$ cat src/rtl/serial_adder_n.sv
// Bit-serial adder/subtractor: one full adder and one carry FF, LSB first, WIDTH cycles per operation.
// Optional bit-level observation ports are enabled by defining SERIAL_ADDER_BITOUT_EN.
module serial_adder_n #(
  parameter int WIDTH = 8
) (
  input  logic             clock,
  input  logic             reset,
  input  logic             in_valid,
  output logic             in_ready,
  input  logic [WIDTH-1:0] a,
  input  logic [WIDTH-1:0] b,
  input  logic             sub,
  input  logic             cin,
  output logic             out_valid,
  input  logic             out_ready,
  output logic [WIDTH-1:0] sum,
  output logic             cout,
  output logic             ovf,
  output logic             busy
`ifdef SERIAL_ADDER_BITOUT_EN
  ,
  output logic             s_bit,
  output logic             c_bit,
  output logic             bit_valid
`endif
);

  localparam int CW = (WIDTH > 1) ? $clog2(WIDTH) : 1;

  typedef enum logic [1:0] {IDLE, RUN, DONE} state_t;

  state_t           state, state_nxt;
  logic [WIDTH-1:0] a_sr, b_sr, sum_sr;
  logic [CW-1:0]    cnt;
  logic             carry, cout_r, ovf_r;
  logic             accept, last, fa_s, fa_c;

  assign fa_s = a_sr[0] ^ b_sr[0] ^ carry;
  assign fa_c = (a_sr[0] & b_sr[0]) | (carry & (a_sr[0] ^ b_sr[0]));
  assign last = (cnt == CW'(WIDTH - 1));

  always_ff @(posedge clock) begin
    if (reset) state <= IDLE;
    else       state <= state_nxt;
  end

  always_comb begin
    state_nxt = state;
    in_ready  = 1'b0;
    out_valid = 1'b0;
    busy      = 1'b0;
    accept    = 1'b0;
    case (state)
      IDLE: begin
        in_ready = 1'b1;
        accept   = in_valid;
        if (in_valid) state_nxt = RUN;
      end
      RUN: begin
        busy = 1'b1;
        if (last) state_nxt = DONE;
      end
      DONE: begin
        out_valid = 1'b1;
        if (out_ready) state_nxt = IDLE;
      end
      default: state_nxt = IDLE;
    endcase
  end

  // Subtraction is a + ~b + !cin, so the borrow-in enters inverted on the carry FF.
  always_ff @(posedge clock) begin
    if (reset) begin
      a_sr   <= '0;
      b_sr   <= '0;
      sum_sr <= '0;
      cnt    <= '0;
      carry  <= 1'b0;
      cout_r <= 1'b0;
      ovf_r  <= 1'b0;
    end else if (accept) begin
      a_sr   <= a;
      b_sr   <= sub ? ~b : b;
      sum_sr <= '0;
      cnt    <= '0;
      carry  <= sub ? ~cin : cin;
      cout_r <= 1'b0;
      ovf_r  <= 1'b0;
    end else if (busy) begin
      a_sr   <= a_sr >> 1;
      b_sr   <= b_sr >> 1;
      sum_sr <= {fa_s, sum_sr[WIDTH-1:1]};
      carry  <= fa_c;
      cnt    <= cnt + 1'b1;
      // On the MSB, carry holds the carry into the MSB and fa_c the carry out.
      if (last) begin
        cout_r <= fa_c;
        ovf_r  <= carry ^ fa_c;
      end
    end
  end

  assign sum  = sum_sr;
  assign cout = cout_r;
  assign ovf  = ovf_r;

`ifdef SERIAL_ADDER_BITOUT_EN
  assign s_bit     = busy & fa_s;
  assign c_bit     = busy & fa_c;
  assign bit_valid = busy;
`endif

endmodule

$ cat config.mk
export PLATFORM = sky130hd
export DESIGN_NAME = serial_adder_n
export DESIGN_NICKNAME = d
export VERILOG_FILES = /design/src/rtl/serial_adder_n.sv
export SDC_FILE = /design/constraint.sdc
export NUM_CORES = 1
export LEC_CHECK = 0
export BUFFER_PORTS_ARGS = -buffer_cell sky130_fd_sc_hd__buf_2
export CELL_PAD_IN_SITES_DETAIL_PLACEMENT = 0
export CELL_PAD_IN_SITES_GLOBAL_PLACEMENT = 2
export CORE_ASPECT_RATIO = 1.2
export CORE_MARGIN = 1
export CORE_UTILIZATION = 30
export CTS_CLUSTER_DIAMETER = 120
export DETAILED_ROUTE_END_ITERATION = 8
export GPL_ROUTABILITY_DRIVEN = 0
export PLACE_DENSITY_LB_ADDON = 0.1
export SKIP_CTS_REPAIR_TIMING = 1
export SLEW_MARGIN = 20
export SYNTH_ARGS = -nofsm -noshare
export SYNTH_HDL_FRONTEND = slang
export SYNTH_SLANG_ARGS = --single-unit
export TNS_END_PERCENT = 30
$ cat constraint.sdc
create_clock -name clock -period 1.8 [get_ports clock]
set_clock_uncertainty 0.05 [all_clocks]
set_input_delay 0.18 -clock clock [delete_from_list [all_inputs] [get_ports clock]]
set_output_delay 0.18 -clock clock [all_outputs]
set_load 0.05 [all_outputs]
==> qor.csv <==
stage,metric,value,unit
setup_path,CP max stage delay,0.48,ns
global_routing,first-pass GRT wire length,4910,um
setup_path,start of the worst register-to-register path,state[0],
route,final WL,3050,um
route,Iter 0 DRT Violations,29,
outcome,run status,finished clean,
logic_synthesis,"Distinct cells, synth",28,
cells_and_area,footprint of the multi-input gates,702,um2
die,starting density of the core,0.310,
setup_path,top cell family by delay on the critical path,buffers and inverters,
clock_tree,"CTS clk-pin slew, worst paths",0.06,ns
logic_synthesis,"Cell Area, Synth",1410,um2
sta,final max-slew violation count,0,
sta,Final Hold Vio Count,0,
sta,Hold WS,0.106,ns
sta,Final min period,1.69,ns
cells_and_area,Nets,216,
setup_path,worst-path cell chain,nand2b_1 -> inv_4 -> buf_2,
setup_path,critical path required time,1.57,ns
logic_synthesis,"FF+latch count, synth",32,
power,leakage,0.688,nW
job,max-cap violation count,0,
setup_path,Critical R2R Capture,cnt[0],
route,Vias/cell,4.83,
cells_and_area,Reg area,641,um2
die,CORE AREA,4560,um2
setup_path,Worst path slowest cell,dfxtp_1,
hold_path,hold path startpoint,out_ready,
setup_path,CP startpoint kind,register,
cells_and_area,Layout area overhead,20.4,%
setup_path,"Max FO, Critical Path",21,
die,placement row count,27,
logic_synthesis,"EDFF count, synth",0,
sta,Post-Route Setup TNS,0,ns
logic_synthesis,YS warnings,0,
global_routing,GRT Total Usage,0.130,
sta,RSZ-0062 raised after global routing,false,
setup_path,CP Class,register to primary output,
route,WL/cell,12.3,um
logic_synthesis,"Top FF cell, synth",dfxtp_1,
clock_tree,TritonCTS clock tree,done,
cells_and_area,fillcell total,514,
clock_tree,"Clk Latency, worst-skew pair",0.28,ns
setup_path,flop2flop setup slack,0.30,ns
setup_path,crit end category,primary output,
sta,slew of the pin with the lowest slew margin,0.537,ns
clock_tree,# H-tree levels,2,
setup_path,reg2reg path depth,3,
logic_synthesis,Synth Instances,159,
sta,Fmax achieved,592,MHz
hold_path,worst hold path type,primary input to register,
die,Die X,64.7,um
global_routing,largest net degree at the start of global routing,22,
cells_and_area,share of layout cells above drive strength 1,0.283,
power,Pwr Total,1.57,mW
global_routing,total gr overflow,0,
sta,final setup fails,0,
die,full die area,4990,um2
global_routing,antenna violations before repair,0,
clock_tree,CTS Buf Count,5,
clock_tree,CTS root buf,clkbuf_8,
setup_path,CP Buf/Inv Count,2,
hold_path,hold path cells,3,
power,Cell Pwr Density,920,nW/um2
logic_synthesis,Synth async-reset ratio,0,
logic_synthesis,post-synth top area cell,dfxtp_1,
setup_path,WP data arrival,1.46,ns
logic_synthesis,syn avg cell area,8.89,um2
logic_synthesis,largest cells by area after synthesis,"dfxtp_1 45%, nand2_1 8.0%, a21oi_1 7.8%",
hold_path,Worst Hold End,state[1],
placement,IO buf count,34,
cells_and_area,"commonest non-fill, non-tap cell in the layout",buf_2,
die,Ports,35,
logic_synthesis,Syn Nets,184,
placement,hpwl dp,2120,um
route,vias,1202,
power,Max VDD drop,0.395,mV
sta,Slew HR,0.640,
global_routing,vias in the first global route,1085,
die,Die Y-Extent,77.2,um
logic_synthesis,sequential area share after synthesis,0.453,
logic_synthesis,area share of the largest cell type after synthesis,0.453,
route,post-route DRC violation count,0,
cells_and_area,"commonest non-fill, non-tap cells in the layout","34 x buf_2, 32 x dfxtp_1, 30 x nand2_1",
clock_tree,clk sink count,32,
route,post-route ant nets,0,
setup_path,crit path from,state[0],
cells_and_area,antenna cells,0,
sta,Final period util,0.939,
clock_tree,clock tree buffer depth,2,
route,Pre-Repair DR Iteration Count,3,
## state kept, by name, summed over array words and instances, names as in the netlist
name   flops
ovf        1
cout       1
b_sr       8
cnt        3
carry      1
state      2
a_sr       8
sum        8
## report_power, final
| group | leakage, nW | internal (mW) | switching (mW) | total [mW] |
|---|---|---|---|---|
| sequential | 0.261 | 0.746 | 0.0257 | 0.772 |
| clock | 0.0503 | 0.340 | 0.245 | 0.585 |
| combinational | 0.376 | 0.0857 | 0.124 | 0.209 |
## final cells by class
cell class,instances,share of cell area
multi-input cells,115,0.412
inverters,1,0.00367
repair buffers,36,0.109
clock buffers,7,0.0566
flip-flops and latches,32,0.376
well taps,58,0.0426
## how the worst max path moves through the flow
stage | endpoint | slack [ns] | cells after the start
finish | busy | 0.11 | 3
floorplan | sum[1] | 0.19 | 6
detailed placement | cnt[0] | 0.29 | 3
global placement | cnt[0] | 0.33 | 3
CTS | busy | -0.01 | 3
global route | busy | 0.04 | 3
## per-layer routing
layer	track usage	up-vias	share of wire
met4	0.0600	0	0.019
met3	0.0446	6	0.047
met5	0	-	0
met1	0.157	566	0.47
li1	-	605	-
met2	0.204	25	0.46
## worst reg2reg max path: cells and delay by family (launching register included)
| family | cells | cell delay, ns |
|---|---|---|
| AND/OR/NAND/NOR | 3 | 0.96 |
| flip-flops | 1 | 0.39 |
## Yosys cell counts, types with 2 or more instances
library cell  number
nand2_1           30
a21oi_1           22
buf_6              2
xor2_1             2
nor2_2             7
clkbuf_1           2
nor2_1            12
buf_2              6
ha_1               2
xnor2_1            9
nand3_1            4
a211oi_1           6
dfxtp_1           32
nand2b_1           2
a221o_1            8
## through the flow
stage | area (um2) | utilization | worst slack, ns | cells
final | 1700 | 0.373 | 0.109 | 249
after global routing | 1700 | 0.373 | 0.0423 | 249
after CTS | 1700 | 0.373 | -0.0140 | 249
after detailed placement | 1600 | 0.352 | 0.293 | 242
after global placement | 1600 | 0.352 | 0.332 | 242
after floorplan | 1410 | - | 0.185 | 159
## cells by family (layout without fill, tap and decap cells)
logic type      count (synthesis)  count (layout)  synth area share
simple gates                   61              61             0.206
compound gates                 40              40             0.190
buf+inv                        12              44            0.0504
xor+xnor                       11              11            0.0681
flops                          32              32             0.453
fa+ha+maj                       3               3            0.0319
(Power assumes the default switching activity.)
